$ cat config.mk
export PLATFORM = sky130hd
export DESIGN_NAME = servo_arm_ctrl_n
export DESIGN_NICKNAME = d
export VERILOG_FILES = /design/src/rtl/servo_arm_ctrl_n.sv
export SDC_FILE = /design/constraint.sdc
export NUM_CORES = 1
export LEC_CHECK = 0
export ABC_AREA = 1
export CAP_MARGIN = 20
export CORE_AREA = 2 2 187 134
export DETAILED_ROUTE_END_ITERATION = 7
export DIE_AREA = 0 0 189 136
export PLACE_DENSITY_LB_ADDON = 0.25
export SETUP_SLACK_MARGIN = 0.5
export SLEW_MARGIN = 20
export SYNTH_ARGS = -nofsm -noshare
export SYNTH_HDL_FRONTEND = slang
export SYNTH_SLANG_ARGS = --single-unit
$ cat constraint.sdc
create_clock -name CLK -period 13.5 [get_ports CLK]
set_input_delay 2.7 -clock CLK [delete_from_list [all_inputs] [get_ports CLK]]
set_output_delay 2.7 -clock CLK [all_outputs]
set_load 0.005 [all_outputs]
$ cat src/rtl/servo_arm_ctrl_n.sv
// Joystick-to-servo command engine: clamp/rescale, per-channel targets, centre button, ticked slew.
// Define SERVO_SLEW_EN to rate-limit commands by SLEW_US per tick; otherwise cmd jumps to target on tick.
module servo_arm_ctrl_n #(
  parameter int NUM_CH    = 4,
  parameter int JOY_W     = 10,
  parameter int US_W      = 12,
  parameter int RAW_MIN   = 228,
  parameter int RAW_MAX   = 830,
  parameter int US_MIN    = 650,
  parameter int US_MAX    = 2600,
  parameter int CENTER_US = 1500,
  parameter int SLEW_US   = 8,
  parameter int TICK_DIV  = 50000,
  parameter logic [7:0] AXIS_MAP = 8'b0000_1010
) (
  input  logic                   CLK,
  input  logic                   RST,
  input  logic [JOY_W-1:0]       x_pos,
  input  logic [JOY_W-1:0]       y_pos,
  input  logic                   sample_vld,
  input  logic                   center_btn,
  input  logic [NUM_CH-1:0]      sel,
  output logic [NUM_CH*US_W-1:0] cmd_us,
  output logic                   cmd_vld,
  output logic [NUM_CH-1:0]      settled
);

  localparam int     RAW_SPAN = RAW_MAX - RAW_MIN;
  localparam int     US_SPAN  = US_MAX - US_MIN;
  localparam longint K        = (longint'(US_SPAN) * 131072 + longint'(RAW_SPAN)) / (2 * longint'(RAW_SPAN));
  localparam int     CNT_W    = $clog2(TICK_DIV);
  localparam logic [US_W-1:0] CENTER = US_W'(CENTER_US);

  generate
    if (CENTER_US < US_MIN || CENTER_US > US_MAX) begin : g_bad_center
      $error("CENTER_US must lie within [US_MIN, US_MAX]");
    end
    if (SLEW_US < 1 || TICK_DIV < 2 || NUM_CH < 1 || NUM_CH > 8) begin : g_bad_param
      $error("SLEW_US >= 1, TICK_DIV >= 2 and NUM_CH in 1..8 are required");
    end
  endgenerate

  function automatic logic [JOY_W-1:0] clamp_off(input logic [JOY_W-1:0] raw);
    logic [JOY_W-1:0] c;
    c = raw;
    if (raw < JOY_W'(RAW_MIN)) c = JOY_W'(RAW_MIN);
    if (raw > JOY_W'(RAW_MAX)) c = JOY_W'(RAW_MAX);
    return c - JOY_W'(RAW_MIN);
  endfunction

  // Fixed-point rescale with round-half-up; final clamp guards against K rounding up past US_MAX.
  function automatic logic [US_W-1:0] map_us(input logic [JOY_W-1:0] d);
    logic [47:0] prod;
    logic [47:0] us;
    prod = 48'(d) * 48'(K) + 48'd32768;
    us   = 48'(US_MIN) + (prod >> 16);
    if (us > 48'(US_MAX)) us = 48'(US_MAX);
    return us[US_W-1:0];
  endfunction

  logic             s1_vld_q, s1_vld_d;
  logic [JOY_W-1:0] s1_x_q, s1_x_d, s1_y_q, s1_y_d;
  logic             btn_q, btn_d;
  logic [CNT_W-1:0] cnt_q, cnt_d;
  logic             cmd_vld_q, cmd_vld_d;
  logic [US_W-1:0]  tgt_q [NUM_CH];
  logic [US_W-1:0]  tgt_d [NUM_CH];
  logic [US_W-1:0]  cmd_q [NUM_CH];
  logic [US_W-1:0]  cmd_d [NUM_CH];
  logic             tick, btn_rise;
  logic [US_W-1:0]  map_x, map_y;
`ifdef SERVO_SLEW_EN
  localparam logic signed [US_W:0] SLEW_S = (US_W+1)'(SLEW_US);
  logic signed [US_W:0] diff;
`endif

  always_comb begin
    s1_vld_d  = sample_vld;
    s1_x_d    = clamp_off(x_pos);
    s1_y_d    = clamp_off(y_pos);
    btn_d     = center_btn;
    btn_rise  = center_btn & ~btn_q;
    tick      = (cnt_q == CNT_W'(TICK_DIV - 1));
    cnt_d     = tick ? '0 : cnt_q + 1'b1;
    cmd_vld_d = tick;
    map_x     = map_us(s1_x_q);
    map_y     = map_us(s1_y_q);
`ifdef SERVO_SLEW_EN
    diff      = '0;
`endif
    for (int i = 0; i < NUM_CH; i++) begin
      tgt_d[i] = tgt_q[i];
      if (s1_vld_q && sel[i]) tgt_d[i] = AXIS_MAP[i] ? map_y : map_x;
      // Centre overrides a coincident sample on the same channel.
      if (btn_rise && sel[i]) tgt_d[i] = CENTER;
      cmd_d[i] = cmd_q[i];
      if (tick) begin
`ifdef SERVO_SLEW_EN
        diff = $signed({1'b0, tgt_q[i]}) - $signed({1'b0, cmd_q[i]});
        if (diff > SLEW_S)       cmd_d[i] = cmd_q[i] + US_W'(SLEW_US);
        else if (diff < -SLEW_S) cmd_d[i] = cmd_q[i] - US_W'(SLEW_US);
        else                     cmd_d[i] = tgt_q[i];
`else
        cmd_d[i] = tgt_q[i];
`endif
      end
    end
  end

  always_ff @(posedge CLK) begin
    if (RST) begin
      s1_vld_q  <= 1'b0;
      s1_x_q    <= '0;
      s1_y_q    <= '0;
      btn_q     <= 1'b0;
      cnt_q     <= '0;
      cmd_vld_q <= 1'b0;
      for (int i = 0; i < NUM_CH; i++) begin
        tgt_q[i] <= CENTER;
        cmd_q[i] <= CENTER;
      end
    end else begin
      s1_vld_q  <= s1_vld_d;
      s1_x_q    <= s1_x_d;
      s1_y_q    <= s1_y_d;
      btn_q     <= btn_d;
      cnt_q     <= cnt_d;
      cmd_vld_q <= cmd_vld_d;
      for (int i = 0; i < NUM_CH; i++) begin
        tgt_q[i] <= tgt_d[i];
        cmd_q[i] <= cmd_d[i];
      end
    end
  end

  genvar gi;
  generate
    for (gi = 0; gi < NUM_CH; gi++) begin : g_ch
      assign cmd_us[gi*US_W +: US_W] = cmd_q[gi];
      assign settled[gi]             = (cmd_q[gi] == tgt_q[gi]);
    end
  endgenerate

  assign cmd_vld = cmd_vld_q;

endmodule

### Word level (Yosys, flattened, before mapping)

Memories as Yosys holds them, arrays and structs flattened.
Cells that the tools add are included.

* $add $sub $neg: 7
* multiply operators: 2
* magnitude comparators: 6
* equal/unequal tests: 5
* multiplexer cells: 29
* bitwise operators: 10
* reductions and logical operators: 9

Operator list (number)
* 2-to-1 mux 12 bit: 22
* adder 28 x 16 -> 29 bit (second input constant): 2
* multiplier 10 x 16 -> 26 bit (second input constant): 2
* == test 12 bit: 4
* 2-to-1 mux 10 bit: 4
* adder 10 x 13 -> 14 bit (first input constant): 2
* greater-than comparator 14 x 12 -> 1 bit (second input constant): 2
* greater-than comparator 10 bit (second input constant): 2
* < comparator 10 x 8 -> 1 bit (second input constant): 2
* subtractor 10 x 8 -> 10 bit (second input constant): 2
* adder 16 x 1 -> 16 bit (second input constant): 1
* == test 16 bit (second input constant): 1
* logical AND 1 bit: 8
* OR 1 bit: 8
* 2-to-1 mux 1 bit: 3
* OR reduction 2 bit: 1
* bitwise AND 1 bit: 1
* NOT 1 bit: 1

* register bits: 39
* RAM bits: 96
* input bits: 28
* output and inout bits: 53
* logic and storage cells: 76
* memories: 2

Memories
* cmd_q: words 4, width 12, read ports 4, clocked after Yosys merged registers in 0, wr ports 4, RTL line 68 `logic [US_W-1:0] cmd_q [NUM_CH];`
* tgt_q: words 4, width 12, read ports 4, clocked after Yosys merged registers in 0, wr ports 4, RTL line 66 `logic [US_W-1:0] tgt_q [NUM_CH];`

### Depth between registers and ports, before layout

* depth after elaboration: 8
* depth in mapped cells: 42
* depth with buffers taken out: 41

### Worst setup path after synthesis

OpenSTA, ideal clock, no wires.

* kind: reg2reg
* start: reg s1_y_q[7]
* end: mem tgt_q[3][3], in the netlist tgt_q[0][39]
* arrival time: 5.913 ns
* data required time: 13.385 ns
* setup slack: 7.472 ns
* cell stages (with the launch flop): 40
* buffers on the path: 1
* cell sequence: dfxtp_1 -> fa_1 -> inv_1 -> fa_1 -> fa_1 -> inv_1 -> fa_1 -> inv_1 -> fa_1 -> inv_1 -> ha_1 -> nand2_1 -> inv_1 -> nand2_1 -> nand2_1 -> a21oi_1 -> nand2_1 -> nand2_1 -> [... 4 more ...] -> inv_1 -> ha_1 -> inv_1 -> nand2_1 -> nand3_1 -> nor2_2 -> nand2_1 -> nand2_1 -> nand2_1 -> nor2_1 -> nand2_1 -> nand2_1 -> nand2_1 -> nand2_2 -> buf_6 -> nand3b_1 -> nand2_1 -> nand2_1

RTL lines
* start: declaration: RTL line 62 `logic [JOY_W-1:0] s1_x_q, s1_x_d, s1_y_q, s1_y_d;`
* start signal: assignment: RTL line 125 `s1_y_q <= s1_y_d;`
* end: declaration: RTL line 66

==> results.yml <==
power:
  p_total_mw: 3.850
  p_leak_nw: 7.953
  ir_drop_mv: 0.1714
  power.density_nw_per_um2: 255.9
synthesis:
  ys_dominant_reg_cell: "dfxtp_1"
  syn_nets: 2100
  netlist_instances: 1819
  synth_cell_types: 48
  avgSynthCellArea_um2: 7.276
  yosysSeqAreaShare_pct: 20.42
  synthArstFlopShare_pct: 0
  synth_top_area_share_pct: 20.42
  netlist_top_cells_area: "dfxtp_1 (20%), ha_1 (15%), fa_1 (14%), nand2_1 (12%), inv_1 (10%)"
  yosysWarnings: 0
  synth.most_common_cell: "nand2_1"
  syn_area_um2: 13240
  ys_seq_elements: 135
  synth_common_cells: "nand2_1 (411), inv_1 (365), ha_1 (159)"
  synth_area_leader_cell: "dfxtp_1"
  synth_edf_count: 0
die:
  core_area_um2: 24080
  dieArea_um2: 25700
  die_h_um: 136
  initial_core_util_pct: 54.96
  die_w_um: 189
  pin_count: 81
  rows: 48
critical_path:
  setup.worst_path.start: "s1_x_q[7]"
  r2r_setup_slack_ns: 6.78
  cpPeakStageDelay_ns: 0.60
  cp-end-kind: "flop"
  startpoint_type: "flop"
  arrival_ns: 7.07
  worstPathRequired_ns: 13.85
  crit_fanout: 12
  cp_slowest_cell: "fa_1"
  crit_type: "flop to flop"
  cpMostUsedCell: "nand2_1"
  r2r-start: "s1_x_q[7]"
place:
  dpl.hpwl_um: 26890
  placed_cells: 2208
  portBuffers: 80
  place_ws_ns: 6.811
  place.gp.congestion: 0.9077
clocking:
  cts_made_buffers: 17
  path_clk_slew_ns: 0.07
  clock_sinks: 135
  cts_max_level: 4
  clock_path_buffers: 2
  post-cts-setup-buffers: 0
  clk_latency_ns: 0.43
  cts_tree: "built"
  cts_resized: 0
  holdBufCountCts: 0
  root_buffer: "clkbuf_16"
hold_path:
  hp-class: "flop to flop"
  min_from: "cnt_q[0]"
routing:
  highest_layer: "met4"
  drt_iter0_drc: 909
  wl_met2_um: 13780
  firstDrtPassIters: 8
  routedWlPerCell_um: 14.66
  via_count: 11825
  drtAntennaViolNets: 0
  post-route-drc-count: 0
  viasPerCell: 5.279
  dr_wl_met3_um: 1977
  wl_met1_um: 16670
  wirelength_um: 32830
sta:
  layout_setup_ws_ns: 6.780
  finClkSkew_ns: 0.01300
  setup_viol: 0
  worstMarginPinSlew_ns: 1.028
  hold_violations: 0
  rsz0062_at_grt: "no"
  setup_tns_ns: 0
  fin_hold_ws_ns: 0.4641
  report.final.slew_viol_count: 0
  fmax_mhz: 148.8
  finalCriticalPeriod_ns: 6.720
  slew_headroom_pct: 31.24
  finalCritPeriodShare_pct: 49.77
global_route:
  grt_max_degree: 42
  grt-ovfl-total: 0
  grt.total_usage_pct: 26.46
  grt_antenna_before_repair: 0
  grt_pass1_vias: 11240
  grt_first_pass_wirelength_um: 54940
finish:
  n_antenna_cell: 0
  drive_above_1_share_pct: 5.117
  fin_cells: 2240
  multi_input_area_um2: 9015
  nFillCells: 2166
  register_area_um2: 2703
  nets: 2183
  area_growth_pct: 13.69
status:
  status: "completed"
job:
  drv_cap: 0
## metrics by stage
| stage | instance area, µm² | utilization, % |
|---|---|---|
| floorplan | 13240 | - |
| global placement | 14380 | 59.70 |
| detailed placement | 14410 | 59.81 |
| CTS | 15050 | 62.48 |
| global route | 15050 | 62.48 |
| finish | 15050 | 62.48 |
## area by class of cell
class                      count  area share (%)
multi-input combinational   1287           59.91
sequential                   135           17.96
inverter                     373           9.305
timing repair buffer          88           5.854
clock buffer                  18           2.852
tap                          325           2.702
clock inverter                14           1.414
## critical path, delay by kind of cell, from the launching register on
kind,cells,cell delay [ns]
buffers and inverters,7,0.44
AO/OA/AOI/OAI,1,0.15
adder cells (fa/ha/maj),8,3.44
flip-flops,1,0.39
AND/OR/NAND/NOR,22,2.20
## registers in the layout, indices dropped and copies added, names as in the netlist
register  cells
cmd_vld       1
btn_q         1
tgt_q        48
s1_y_q       10
s1_x_q       10
cmd_q        48
s1_vld_q      1
cnt_q        16
## cells in the final DEF (no fill, tap or decap), types with 4 or more instances in the layout
cell and instances:
o22a_1 19, o21ai_0 48, or2_2 7, nor3_1 23
nand3b_1 7, and2_1 4, o21ai_1 24, nor2_2 9
buf_4 7, inv_2 6, o21bai_1 7, o22ai_1 10
nor4_1 11, inv_6 6, nand3_1 92, inv_1 365
xor2_1 16, nand2_2 10, clkdlybuf4s50_1 80, bufinv_16 4
fa_1 94, ha_1 159, dfxtp_1 135, a21oi_1 108
clkbuf_16 17, nor3b_1 5, a22o_1 6, a22oi_1 9
xnor2_1 25, nor2_1 98, nand4_1 39, nand3_2 14
nand2_1 411
## worst paths after layout
path                                endpoint  depth (start not counted)
worst max-delay path            tgt_q[0][32]                         38
worst max register to register  tgt_q[0][32]                         38
worst min register to register      cnt_q[0]                          1
worst min-delay path                cnt_q[0]                          1
## logic make-up after synthesis
group / after synthesis / share of synthesized area, %
simple gates: 742 / 25.05
xor+xnor: 42 / 2.836
flops: 135 / 20.42
compound gates: 250 / 10.96
buf+inv: 397 / 11.49
fa+ha+maj: 253 / 29.25
## per-layer routing
| metal | GRT usage (%) | up-vias |
|---|---|---|
| met4 | 5.208 | 0 |
| met1 | 39.05 | 5485 |
| met5 | 0 | - |
| met3 | 4.337 | 28 |
| met2 | 40.86 | 323 |
| li1 | - | 5989 |
## power by group
| group | switching, mW | internal, mW | leakage [nW] | total (mW) |
|---|---|---|---|---|
| clock network | 0.201 | 0.315 | 0.306 | 0.516 |
| logic | 1.90 | 0.991 | 6.55 | 2.89 |
| registers | 0.0231 | 0.417 | 1.10 | 0.440 |
| total | 2.13 | 1.72 | 7.95 | 3.85 |
Note: power is estimated with default switching activity, not from simulation.
